$ cat src/rtl/sparc_pkg.sv
// Shared SPARC integer-unit definitions: Bicc condition encodings, icc bit layout and the
// branch-condition evaluator used by the condition-code/writeback stage.
package sparc_pkg;

  typedef enum logic [3:0] {
    COND_BN   = 4'b0000,
    COND_BE   = 4'b0001,
    COND_BLE  = 4'b0010,
    COND_BL   = 4'b0011,
    COND_BLEU = 4'b0100,
    COND_BCS  = 4'b0101,
    COND_BNEG = 4'b0110,
    COND_BVS  = 4'b0111,
    COND_BA   = 4'b1000,
    COND_BNE  = 4'b1001,
    COND_BG   = 4'b1010,
    COND_BGE  = 4'b1011,
    COND_BGU  = 4'b1100,
    COND_BCC  = 4'b1101,
    COND_BPOS = 4'b1110,
    COND_BVC  = 4'b1111
  } bicc_cond_e;

  localparam int unsigned ICC_N      = 3;
  localparam int unsigned ICC_Z      = 2;
  localparam int unsigned ICC_V      = 1;
  localparam int unsigned ICC_C      = 0;
  localparam int unsigned OP3_CC_BIT = 4;

  // cond[3] inverts the base test selected by cond[2:0].
  function automatic logic cond_eval(input logic [3:0] cond, input logic [3:0] flags);
    logic w_n, w_z, w_v, w_c, w_base;
    w_n = flags[ICC_N];
    w_z = flags[ICC_Z];
    w_v = flags[ICC_V];
    w_c = flags[ICC_C];
    case (cond[2:0])
      3'd0:    w_base = 1'b0;
      3'd1:    w_base = w_z;
      3'd2:    w_base = w_z | (w_n ^ w_v);
      3'd3:    w_base = w_n ^ w_v;
      3'd4:    w_base = w_c | w_z;
      3'd5:    w_base = w_c;
      3'd6:    w_base = w_n;
      default: w_base = w_v;
    endcase
    return w_base ^ cond[3];
  endfunction

endpackage

$ cat src/rtl/alu_cc_writeback_wb_fifo.sv
// DEPTH-entry synchronous FIFO with full/empty flags; head entry is shown combinationally.
module wb_fifo #(
  parameter int unsigned WIDTH = 37,
  parameter int unsigned DEPTH = 2
) (
  input  logic             i_clk,
  input  logic             i_reset,
  input  logic             i_push,
  input  logic [WIDTH-1:0] i_din,
  input  logic             i_pop,
  output logic [WIDTH-1:0] o_dout,
  output logic             o_full,
  output logic             o_empty
);

  localparam int unsigned AW = (DEPTH > 1) ? $clog2(DEPTH) : 1;
  localparam int unsigned CW = $clog2(DEPTH + 1);

  logic [WIDTH-1:0] r_mem [DEPTH];
  logic [AW-1:0]    r_wptr, r_rptr;
  logic [CW-1:0]    r_count;
  logic             w_do_push, w_do_pop;

  assign o_full    = (r_count == CW'(DEPTH));
  assign o_empty   = (r_count == '0);
  assign w_do_push = i_push & ~o_full;
  assign w_do_pop  = i_pop & ~o_empty;
  assign o_dout    = r_mem[r_rptr];

  // Pointers wrap naturally because DEPTH is a power of two.
  always_ff @(posedge i_clk) begin
    if (i_reset) begin
      r_wptr  <= '0;
      r_rptr  <= '0;
      r_count <= '0;
      for (int i = 0; i < int'(DEPTH); i++) begin
        r_mem[i] <= '0;
      end
    end else begin
      if (w_do_push) begin
        r_mem[r_wptr] <= i_din;
        r_wptr        <= r_wptr + AW'(1);
      end
      if (w_do_pop) begin
        r_rptr <= r_rptr + AW'(1);
      end
      case ({w_do_push, w_do_pop})
        2'b10:   r_count <= r_count + CW'(1);
        2'b01:   r_count <= r_count - CW'(1);
        default: r_count <= r_count;
      endcase
    end
  end

endmodule

$ cat src/rtl/alu_cc_writeback.sv
// ALU downstream stage: holds SPARC icc, resolves Bicc branches with same-cycle flag
// forwarding, and queues register-file writebacks.
module alu_cc_writeback
  import sparc_pkg::*;
#(
  parameter int unsigned DATA_W = 32,
  parameter int unsigned DEPTH  = 2
) (
  input  logic              clk,
  input  logic              reset,
  input  logic              in_valid,
  output logic              in_ready,
  input  logic [DATA_W-1:0] result,
  input  logic              n_in,
  input  logic              z_in,
  input  logic              c_in,
  input  logic              v_in,
  input  logic [5:0]        opcode,
  input  logic              wr_en,
  input  logic [4:0]        rd,
  input  logic              icc_load,
  input  logic [3:0]        icc_din,
  input  logic              br_valid,
  input  logic [3:0]        br_cond,
  output logic [3:0]        icc,
  output logic              carry_out,
  output logic              br_taken,
  output logic              br_done,
  output logic              wb_valid,
  input  logic              wb_ready,
  output logic [DATA_W-1:0] wb_data,
  output logic [4:0]        wb_rd
);

  logic [3:0]          r_icc;
  logic                r_br_taken, r_br_done;
  logic                w_acc, w_cc_upd, w_push, w_pop, w_full, w_empty;
  logic [3:0]          w_icc_next;
  logic [DATA_W+4:0]   w_dout;
  logic                w_unused;

  assign w_unused = ^{opcode[5], opcode[3:0]};

  assign in_ready = ~w_full;
  assign w_acc    = in_valid & in_ready;
  assign w_cc_upd = w_acc & opcode[OP3_CC_BIT];

  // Value icc takes at this edge; branches see it directly.
  always_comb begin
    w_icc_next = r_icc;
    if (icc_load) begin
      w_icc_next = icc_din;
    end else if (w_cc_upd) begin
      w_icc_next = {n_in, z_in, v_in, c_in};
    end
  end

  always_ff @(posedge clk) begin
    if (reset) begin
      r_icc      <= '0;
      r_br_taken <= 1'b0;
      r_br_done  <= 1'b0;
    end else begin
      r_icc     <= w_icc_next;
      r_br_done <= br_valid;
      if (br_valid) begin
        r_br_taken <= cond_eval(br_cond, w_icc_next);
      end
    end
  end

  assign icc       = r_icc;
  assign carry_out = r_icc[ICC_C];
  assign br_taken  = r_br_taken;
  assign br_done   = r_br_done;

  assign w_push = w_acc & wr_en & (rd != 5'd0);
  assign w_pop  = ~w_empty & wb_ready;

  wb_fifo #(
    .WIDTH (DATA_W + 5),
    .DEPTH (DEPTH)
  ) u_wb_fifo (
    .i_clk   (clk),
    .i_reset (reset),
    .i_push  (w_push),
    .i_din   ({rd, result}),
    .i_pop   (w_pop),
    .o_dout  (w_dout),
    .o_full  (w_full),
    .o_empty (w_empty)
  );

  assign wb_valid = ~w_empty;
  assign wb_data  = w_dout[DATA_W-1:0];
  assign wb_rd    = w_dout[DATA_W+4:DATA_W];

endmodule

$ cat config.mk
export PLATFORM = sky130hd
export DESIGN_NAME = alu_cc_writeback
export DESIGN_NICKNAME = d
export VERILOG_FILES = /design/src/rtl/sparc_pkg.sv /design/src/rtl/alu_cc_writeback_wb_fifo.sv /design/src/rtl/alu_cc_writeback.sv
export SDC_FILE = /design/constraint.sdc
export NUM_CORES = 1
export LEC_CHECK = 0
export ABC_AREA = 0
export BUFFER_PORTS_ARGS = -buffer_cell sky130_fd_sc_hd__buf_2
export CORE_MARGIN = 1
export CORE_UTILIZATION = 46
export DETAILED_ROUTE_END_ITERATION = 10
export GPL_TIMING_DRIVEN = 0
export PLACE_DENSITY_LB_ADDON = 0.1
export SLEW_MARGIN = 20
export SYNTH_ARGS = -nofsm -noshare
export SYNTH_HDL_FRONTEND = slang
export SYNTH_SLANG_ARGS = --single-unit
$ cat constraint.sdc
create_clock -name clk -period 4.5 [get_ports clk]
set_input_delay 0.675 -clock clk [delete_from_list [all_inputs] [get_ports clk]]
set_output_delay 0.675 -clock clk [all_outputs]
set_load 0.05 [all_outputs]
==> out/qor.tcl, run 1 <==
set qor(yosys_most_used_dff) {edfxtp_1}
set qor(first_global_vias) 2475
set qor(finalMaxSlewViolations) 0
set qor(floorplan.rows) 33
set qor(via_count) 2579
set qor(arrival_ns) 2.26
set qor(die_w_um) 94.5
set qor(area_growth_syn_to_layout_pct) 23.7
set qor(final-instance-count-excl-fill) 514
set qor(synth-seq-cells) 85
set qor(finalHoldWorstSlack_ns) 0.516
set qor(antenna_violating_nets_post_route) 0
set qor(critical_path.endpoint_type) {output pin}
set qor(drt_iter0_drc) 52
set qor(cts_tree) {yes}
set qor(fin_crit_sh_pct) 65.2
set qor(internal_power_mw) 1.49
set qor(vias_per_cell) 5.02
set qor(p_leak_nw) 2.04
set qor(power.clock.fraction_pct) 25.0
set qor(finish.utilization_pct) 59.0
set qor(layout.cells.most_common_list) {buf_2 (103), and2_1 (77), edfxtp_1 (74), mux2_2 (37)}
set qor(first_pass_iters) 4
set qor(setup.worst_path.class) {flop to output pin}
set qor(tns_ns) 0
set qor(critical_path_required_ns) 3.83
set qor(postSynthNetCount) 352
set qor(postCtsSetupBuffers) 0
set qor(r2r_start) {u_wb_fifo.r_count[1]$_SDFFE_PP0P_}
set qor(yosys.area.top_type_share_pct) 56.4
set qor(hp-start) {u_wb_fifo.r_count[1]$_SDFFE_PP0P_}
set qor(crit_path_start_kind) {flop}
set qor(power.share.sequential_pct) 40.9
set qor(max_cap_viol_count) 0
set qor(track_usage_pct) 17.8
set qor(cts_max_path_buffers) 2
set qor(synth_top_cell_by_area) {edfxtp_1}
set qor(grt_start_max_net_pins) 23
set qor(hpwl_um) 5410
set qor(number_of_cells_on_the_worst_hold_path) 2
set qor(drt_wl_total_um) 7560
set qor(detail_route.wl_per_cell_um) 14.7
set qor(synth.avg_cell_area_sq_um) 13.6
set qor(die-area_sq_um) 8940
set qor(setup_viol_count_final) 0
set qor(fin_worst_skew_ns) 0.00544
set qor(clock_insertion_delay_worst_skew_ns) 0.35
set qor(irDropWorstVdd_mv) 0.224
set qor(tritoncts.num_buffers) 9
set qor(layout_min_cycle_time_ns) 2.93
set qor(n_antenna_cell) 0
set qor(run_status) {finished, final reports clean}
set qor(design_area_sq_um) 4870
set qor(placed_area_sq_um) 4660
set qor(tightest_hold_check_type) {flop to flop}
set qor(core_area_sq_um) 8260
set qor(crit_path_max_fanout) 10
set qor(yosys_warnings) 0
set qor(netlist_instances) 289
set qor(timing.reg2reg.worst_path_depth) 7
set qor(final_common_cell) {buf_2}
set qor(post_synth_instance_area_sq_um) 3940
set qor(post-route-drc-count) 0
set qor(synth.area.top_cells) {edfxtp_1 (56%), and2_1 (12%), mux2_2 (11%)}
set qor(sequential_share_of_the_synthesized_area_pct) 62.0
set qor(post_route_cells_drive_above_1_share_pct) 42.5
set qor(htreeDepth) 3
set qor(synth_edf_count) 74
set qor(rsz0062_at_grt) {false}
set qor(cts.sink_count) 85
set qor(hold_viol) 0
set qor(layout.nets) 467
set qor(slew_headroom_pct) 55.7
set qor(cts_root_buf) {clkbuf_8}
set qor(max_freq_mhz) 341
set qor(first_pass_grt_wire_length_um) 11800
set qor(power.switching_fraction_pct) 36.1
set qor(die_h_um) 94.5
set qor(post_synth_num_cell_types) 49
set qor(clk_pin_slew_worst_paths_ns) 0.08
set qor(placedCellCount) 498
set qor(ctsResizeCount) 0
set qor(antenna_found_initial) 2
set qor(power-per-cell-area_nw_per_um2) 480
set qor(grt_remaining_overflow) 0
set qor(final_replace_weighted_congestion) 0.841
set qor(power.share.combinational_pct) 34.1
set qor(port_buffers) 101
set qor(synth-async-reset-ratio_pct) 0
set qor(boundaryPins) 108
set qor(switching_power_mw) 0.845
set qor(floorplan.initialDensity_pct) 47.7
set qor(cts.hold.buffers_added) 0
set qor(actual_transition_at_the_worst_max_transition_pin_ns) 0.662
-- Yosys cell counts (3+ instances only) --
| library cell | instances |
|---|---|
| clkbuf_1 | 9 |
| o21ai_0 | 3 |
| edfxtp_1 | 74 |
| dfxtp_1 | 11 |
| nand2b_1 | 3 |
| nand2_1 | 4 |
| and2_1 | 77 |
| nor2b_1 | 7 |
| mux2_2 | 37 |
| a21oi_1 | 3 |
| nor2_1 | 9 |
-- final timing paths --
check / end / slack (ns)
setup / recovery: wb_rd[0] / 1.57
hold / removal: u_wb_fifo.r_count[1]$_SDFFE_PP0P_ / 0.52
setup reg to reg: u_wb_fifo.r_mem[1][29]$_SDFFCE_PN0P_ / 2.07
hold reg to reg: u_wb_fifo.r_count[1]$_SDFFE_PP0P_ / 0.52
-- layout make-up --
cell class	count	area (sq um)
fillers	736	3390
flip-flops and latches	85	2440
multi-input cells	186	1420
repair buffers	104	576
clock buffers	11	131
well taps	105	131
clock inverters	5	83.8
plain buffers	14	73.8
inverters	4	15.0
-- power groups by stage --
stage,combinational [mW],clock (mW),sequential [mW]
5_1_grt,0.850,0.635,0.963
4_1_cts,0.810,0.600,0.957
6_report,0.797,0.585,0.956
3_5_place_dp,0.807,0,0.975
3_3_place_gp,0.785,0,0.975
2_1_floorplan,0.602,0,0.986
-- cells by family after synthesis --
group           count (synthesis)  share of synthesized area (%)
compound gates                 24                           5.11
xor+xnor                        4                          0.890
fa+ha+maj                       1                          0.318
buf+inv                        18                           2.26
flops                          85                           62.0
mux                            38                           10.8
simple gates                  119                           18.6
-- worst max-delay path, cell delays in order (launching register included) --
cell and delay [ns]:
dfxtp_1 0.31, clkbuf_1 0.45, clkbuf_1 0.53, mux2_2 0.41, buf_2 0.21
-- metrics by stage --
step,power [mW],setup WS [ns]
3_5_place_dp,1.78,1.48
5_1_grt,2.45,1.37
6_report,2.34,1.57
2_1_floorplan,1.59,1.34
3_3_place_gp,1.76,0.0858
4_1_cts,2.37,1.45
-- metal layers --
layer / global-route usage, % / wire length (um) / vias up
met5: 0 / 17 / -
met1: 21.6 / 3200 / 1227
met4: 6.06 / 84 / 2
li1: - / - / 1273
met3: 5.64 / 474 / 10
met2: 30.0 / 3780 / 67
-- registers in the layout, summed over array words and instances (netlist names), named ones only --
register	flops
br_done	1
u_wb_fifo.r_count	2
u_wb_fifo.r_mem	74
icc	4
u_wb_fifo.r_wptr	1
u_wb_fifo.r_rptr	1
br_taken	1
No activity file was read; power rests on OpenSTA's default activity.
==> inputs of run 2 (changes only) <==
==> constraint.sdc (replaced) <==
create_clock -name clk -period 2.8 [get_ports clk]
set_input_delay 0.42 -clock clk [delete_from_list [all_inputs] [get_ports clk]]
set_output_delay 0.42 -clock clk [all_outputs]
set_load 0.05 [all_outputs]
==> out/qor.tcl, run 2 (same netlist as run 1, synthesis figures left out) <==
set qor(run_status) {finished, final reports clean}
set qor(reg2reg_to) {u_wb_fifo.r_mem[1][23]$_SDFFCE_PN0P_}
set qor(hpwl_um) 5250 ;# -2.9%
set qor(track_usage_pct) 17.1 ;# -0.67 points
set qor(boundaryPins) 108 ;# unchanged
set qor(switching_power_mw) 1.34 ;# +58%
set qor(setup.worst_path.class) {flop to output pin}
set qor(first_pass_iters) 4 ;# unchanged
set qor(first_global_vias) 2405 ;# -2.8%
set qor(die_w_um) 94.5 ;# unchanged
set qor(drt_iter0_drc) 102 ;# +96%
set qor(grt_start_max_net_pins) 27 ;# +17%
set qor(crit_path_start_kind) {flop}
set qor(placedCellCount) 497 ;# -0.20%
set qor(clk_pin_slew_worst_paths_ns) 0.09 ;# about the same
set qor(finalMaxSlewViolations) 0 ;# unchanged
set qor(arrival_ns) 2.07 ;# -0.19 ns
set qor(largest_register_ffs) 74 ;# unchanged
set qor(timing.reg2reg.worst_path_depth) 7 ;# unchanged
set qor(power-per-cell-area_nw_per_um2) 754 ;# +57%
set qor(final_replace_weighted_congestion) 0.851 ;# +1.3%
set qor(port_buffers) 101 ;# unchanged
set qor(layout.nets) 466 ;# -0.21%
set qor(actual_transition_at_the_worst_max_transition_pin_ns) 0.719 ;# +0.0575 ns
set qor(r2r_setup_slack_ns) 0.52 ;# -1.55 ns
set qor(p_leak_nw) 2.03 ;# -0.75%
set qor(critical_path_required_ns) 2.38 ;# -1.45 ns
set qor(irDropWorstVdd_mv) 0.377 ;# +68%
set qor(cts_root_buf) {clkbuf_8}
set qor(ctsResizeCount) 0 ;# unchanged
set qor(tritoncts.num_buffers) 9 ;# unchanged
set qor(htreeDepth) 3 ;# unchanged
set qor(die_h_um) 94.5 ;# unchanged
set qor(floorplan.rows) 33 ;# unchanged
set qor(layout_min_cycle_time_ns) 2.49
set qor(registers.top_by_ff_count) {u_wb_fifo.r_mem}
set qor(slew_headroom_pct) 51.9 ;# -3.7 points
set qor(clock_insertion_delay_worst_skew_ns) 0.34 ;# about the same
set qor(post_route_cells_drive_above_1_share_pct) 43.0 ;# +0.45 points
set qor(fin_worst_skew_ns) 0.0115 ;# +0.00604 ns
set qor(postCtsSetupBuffers) 0 ;# unchanged
set qor(crit_path_max_fanout) 10 ;# unchanged
set qor(drt_wl_total_um) 7380 ;# -2.3%
set qor(power.share.combinational_pct) 35.1 ;# +1.0 points
set qor(die-area_sq_um) 8940 ;# unchanged
set qor(cts.sink_count) 85 ;# unchanged
set qor(vias_per_cell) 5.02 ;# about the same
set qor(detail_route.wl_per_cell_um) 14.4 ;# -2.1%
set qor(cts_max_path_buffers) 2 ;# unchanged
set qor(via_count) 2575 ;# -0.16%
set qor(antenna_violating_nets_post_route) 0 ;# unchanged
set qor(final_common_cell) {buf_2}
set qor(area_growth_syn_to_layout_pct) 22.4
set qor(tightest_hold_check_type) {primary input to flop}
set qor(rsz0062_at_grt) {false}
set qor(design_area_sq_um) 4820 ;# -1.0%
set qor(antenna_found_initial) 1 ;# -1
set qor(max_cap_viol_count) 0 ;# unchanged
set qor(max_freq_mhz) 402
set qor(layout.cells.most_common_list) {buf_2 (103), and2_1 (77), edfxtp_1 (74), mux2_2 (37), dfxtp_1 (11)}
set qor(power.share.sequential_pct) 42.3 ;# +1.4 points
set qor(first_pass_grt_wire_length_um) 11300 ;# -3.8%
set qor(core_area_sq_um) 8260 ;# unchanged
set qor(grt_remaining_overflow) 0 ;# unchanged
set qor(setup_viol_count_final) 0 ;# unchanged
set qor(floorplan.initialDensity_pct) 47.7 ;# unchanged
set qor(post-route-drc-count) 0 ;# unchanged
set qor(hold_viol) 0 ;# unchanged
set qor(power.switching_fraction_pct) 36.8 ;# +0.65 points
set qor(final-instance-count-excl-fill) 513 ;# -0.19%
set qor(r2r_start) {u_wb_fifo.r_count[0]$_SDFFE_PP0P_}
set qor(internal_power_mw) 2.30 ;# +54%
set qor(critical_path.endpoint_type) {output pin}
set qor(cts_tree) {yes}
set qor(placed_area_sq_um) 4630 ;# -0.48%
set qor(cts.hold.buffers_added) 0 ;# unchanged
set qor(finish.utilization_pct) 58.4 ;# -0.61 points
set qor(power.clock.fraction_pct) 22.6 ;# -2.4 points
set qor(cp-endpoint) {wb_rd[1]}
set qor(fin_crit_sh_pct) 88.9
-- run 2: power by group through the flow --
stage               Clock (mW)  Sequential [mW]  Combinational (mW)
floorplan                    0             1.58               0.968
global placement             0             1.56                1.26
detailed placement           0             1.57                1.28
CTS                      0.833             1.54                1.29
global route             0.885             1.55                1.36
finish                   0.823             1.54                1.27
-- run 2: per-stage QoR --
step / total power, mW / hold slack (ns) / setup slack [ns] / setup TNS, ns
detailed placement: 2.85 / 0.494 / 0.145 / 0
global route: 3.79 / 0.340 / 0.104 / 0
global placement: 2.83 / 0.479 / -0.417 / -17.74
finish: 3.64 / 0.357 / 0.310 / 0
floorplan: 2.55 / 0.462 / 0.149 / 0
CTS: 3.66 / 0.351 / 0.0641 / 0
-- run 2: worst max-delay path, stage by stage (launching register included) --
cell      delay, ns
dfxtp_1        0.31
clkbuf_1       0.45
clkbuf_2       0.39
mux2_2         0.38
buf_2          0.21
-- run 2: worst min path at each step --
stage | start | to | slack, ns | depth (start not counted)
floorplan | u_wb_fifo.r_count[1]$_SDFFE_PP0P_ | u_wb_fifo.r_count[1]$_SDFFE_PP0P_ | 0.46 | 2
global placement | u_wb_fifo.r_count[1]$_SDFFE_PP0P_ | u_wb_fifo.r_count[1]$_SDFFE_PP0P_ | 0.48 | 2
detailed placement | u_wb_fifo.r_count[1]$_SDFFE_PP0P_ | u_wb_fifo.r_count[1]$_SDFFE_PP0P_ | 0.49 | 2
CTS | result[10] | u_wb_fifo.r_mem[1][10]$_SDFFCE_PN0P_ | 0.35 | 2
global route | result[4] | u_wb_fifo.r_mem[0][4]$_SDFFCE_PN0P_ | 0.34 | 2
finish | result[19] | u_wb_fifo.r_mem[0][19]$_SDFFCE_PN0P_ | 0.36 | 2
-- run 2: area by class of cell --
cell class | count | area, sq um
fillers | 732 | 3440
flip-flops and latches | 85 | 2440
multi-input cells | 186 | 1420
repair buffers | 103 | 553
clock buffers | 11 | 131
well taps | 105 | 131
plain buffers | 14 | 77.6
clock inverters | 4 | 50.0
inverters | 4 | 15.0
diodes | 1 | 2.50
-- run 2: per-layer routing --
metal	vias up	wire length, um	global-route usage, %	share of wire [%]
li1	1264	-	-	-
met1	1242	3260	20.5	44
met2	61	3670	29.6	50
met3	8	377	5.31	5.1
met4	0	71	5.18	0.96
met5	-	0	0	0
==> inputs of run 3 (changes only) <==
--- a/config.mk
+++ b/config.mk
@@ -7,12 +7,13 @@
 export LEC_CHECK = 0
 export ABC_AREA = 0
 export BUFFER_PORTS_ARGS = -buffer_cell sky130_fd_sc_hd__buf_2
+export CELL_PAD_IN_SITES_DETAIL_PLACEMENT = 1
+export CELL_PAD_IN_SITES_GLOBAL_PLACEMENT = 2
 export CORE_MARGIN = 1
-export CORE_UTILIZATION = 46
+export CORE_UTILIZATION = 35
 export DETAILED_ROUTE_END_ITERATION = 10
 export GPL_TIMING_DRIVEN = 0
-export PLACE_DENSITY_LB_ADDON = 0.1
-export SLEW_MARGIN = 20
+export PLACE_DENSITY = 0.87
 export SYNTH_ARGS = -nofsm -noshare
 export SYNTH_HDL_FRONTEND = slang
 export SYNTH_SLANG_ARGS = --single-unit
==> out/qor.tcl, run 3 (same netlist as run 1, synthesis figures left out) <==
set qor(run_status) {finished, final reports clean}
set qor(slew_headroom_pct) 61.2 ;# +9.3 points
set qor(die-area_sq_um) 11700 ;# +31%
set qor(max_freq_mhz) 398 ;# -1.0%
set qor(post-route-worst-setup-slack_ns) 0.285 ;# -0.0250 ns
set qor(floorplan.rows) 38 ;# +15%
set qor(timing.reg2reg.worst_path_depth) 7 ;# unchanged
set qor(critical_path_required_ns) 2.38 ;# about the same
set qor(cts_tree) {yes}
set qor(cts.sink_count) 85 ;# unchanged
set qor(hold_viol) 0 ;# unchanged
set qor(layout.cells.most_common_list) {buf_2 (103), and2_1 (77), edfxtp_1 (74), mux2_2 (37), dfxtp_1 (11)}
set qor(rsz0062_at_grt) {false}
set qor(finish.utilization_pct) 44.9 ;# -14 points
set qor(layout_min_cycle_time_ns) 2.51 ;# +0.0250 ns
set qor(via_count) 2647 ;# +2.8%
set qor(registers.top_by_ff_count) {u_wb_fifo.r_mem}
set qor(tritoncts.num_buffers) 9 ;# unchanged
set qor(boundaryPins) 108 ;# unchanged
set qor(grt_start_max_net_pins) 31 ;# +15%
set qor(actual_transition_at_the_worst_max_transition_pin_ns) 0.578 ;# -0.141 ns
set qor(layout.nets) 466 ;# unchanged
set qor(max_cap_viol_count) 0 ;# unchanged
set qor(floorplan.initialDensity_pct) 36.2 ;# -12 points
set qor(first_global_vias) 2710 ;# +13%
set qor(drt_iter0_drc) 117 ;# +15%
set qor(track_usage_pct) 15.5 ;# -1.6 points
set qor(antenna_found_initial) 0 ;# -1
set qor(switching_power_mw) 1.38 ;# +3.2%
set qor(power.share.sequential_pct) 40.9 ;# -1.4 points
set qor(drt_wl_total_um) 8640 ;# +17%
set qor(n_antenna_cell) 0 ;# -1
set qor(area_growth_syn_to_layout_pct) 24.1
set qor(vias_per_cell) 4.83 ;# -3.8%
set qor(clk_pin_slew_worst_paths_ns) 0.09 ;# about the same
set qor(crit_path_start_kind) {flop}
set qor(crit_path_max_fanout) 10 ;# unchanged
set qor(first_pass_grt_wire_length_um) 13400 ;# +18%
set qor(number_of_cells_on_the_worst_hold_path) 2 ;# unchanged
set qor(core_area_sq_um) 10900 ;# +32%
set qor(htreeDepth) 3 ;# unchanged
set qor(p_leak_nw) 2.04 ;# +0.87%
set qor(power-per-cell-area_nw_per_um2) 771 ;# +2.3%
set qor(post_route_cells_drive_above_1_share_pct) 42.9 ;# -0.11 points
set qor(cts_root_buf) {clkbuf_8}
set qor(finalMaxSlewViolations) 0 ;# unchanged
set qor(first_pass_iters) 4 ;# unchanged
set qor(port_buffers) 101 ;# unchanged
set qor(die_w_um) 108 ;# +14%
set qor(irDropWorstVdd_mv) 0.313 ;# -17%
set qor(power.clock.fraction_pct) 24.9 ;# +2.3 points
set qor(tns_ns) 0 ;# unchanged
set qor(setup_viol_count_final) 0 ;# unchanged
set qor(post-route-drc-count) 0 ;# unchanged
set qor(power.share.combinational_pct) 34.2 ;# -0.9 points
set qor(cts_max_path_buffers) 2 ;# unchanged
set qor(grt_remaining_overflow) 0 ;# unchanged
set qor(hpwl_um) 6270 ;# +19%
set qor(setup.worst_path.class) {flop to output pin}
set qor(tightest_hold_check_type) {primary input to flop}
set qor(largest_register_ffs) 74 ;# unchanged
set qor(placement.setup.worst_slack_ns) 0.166 ;# +0.0204 ns
set qor(arrival_ns) 2.09 ;# +0.02 ns
set qor(die_h_um) 108 ;# +14%
set qor(clock_insertion_delay_worst_skew_ns) 0.35 ;# about the same
set qor(cts.hold.buffers_added) 0 ;# unchanged
set qor(critical_path.endpoint_type) {output pin}
set qor(internal_power_mw) 2.39 ;# +3.9%
set qor(final_replace_weighted_congestion) 0.852 ;# about the same
set qor(fin_crit_sh_pct) 89.8 ;# +0.89 points
set qor(fin_worst_skew_ns) 0.0108 ;# -0.000643 ns
set qor(detail_route.wl_per_cell_um) 15.8 ;# +9.6%
set qor(antenna_violating_nets_post_route) 0 ;# unchanged
set qor(final_common_cell) {buf_2}
set qor(power.switching_fraction_pct) 36.6 ;# -0.16 points
## run 3: per-layer routing
metal	part of all wire, %	vias to the layer above	track usage, %
li1	-	1262	-
met1	44	1296	18.2
met2	48	78	27.0
met3	5.8	11	3.50
met4	1.6	0	6.75
met5	0	-	0
## run 3: final cells by class
| class | count | area (sq um) |
|---|---|---|
| Buffer | 14 | 77.6 |
| Tap cell | 140 | 175 |
| Multi-Input combinational cell | 186 | 1420 |
| Timing Repair Buffer | 103 | 546 |
| Clock buffer | 9 | 124 |
| Inverter | 4 | 15.0 |
| Clock inverter | 7 | 88.8 |
| Fill cell | 1184 | 6000 |
| Sequential cell | 85 | 2440 |
## run 3: worst max-delay path: stages, from the launching register on
cell	delay, ns
dfxtp_1	0.31
clkbuf_1	0.44
clkbuf_2	0.38
mux2_2	0.39
buf_2	0.22
## run 3: power by group through the flow
stage	logic [mW]	clock network (mW)	registers [mW]
finish	1.29	0.939	1.54
global route	1.37	1.01	1.55
CTS	1.30	0.966	1.54
detailed placement	1.30	0	1.57
global placement	1.27	0	1.57
floorplan	0.968	0	1.58
## run 3: timing repair
action	in CTS	in global routing
gates resized for setup	0	6
buffers inserted	0	0
endpoints found under the setup margin	0	30
## run 3: worst paths after layout
check / start / to / slack, ns
min reg2reg: u_wb_fifo.r_rptr$_SDFFE_PP0P_ / flop / 0.53
max reg2reg: u_wb_fifo.r_count[1]$_SDFFE_PP0P_ / u_wb_fifo.r_mem[1][36]$_SDFFCE_PN0P_ / 0.51
max: flop / wb_data[16] / 0.29
min: result[13] / u_wb_fifo.r_mem[0][13]$_SDFFCE_PN0P_ / 0.35
## run 3: per-stage QoR
stage	instances	cell area, sq um	hold slack (ns)	power, mW
finish	548	4890	0.351	3.77
global placement	530	4620	0.476	2.84
global route	548	4890	0.339	3.94
detailed placement	532	4670	0.501	2.87
floorplan	289	3940	0.462	2.55
CTS	548	4880	0.332	3.81
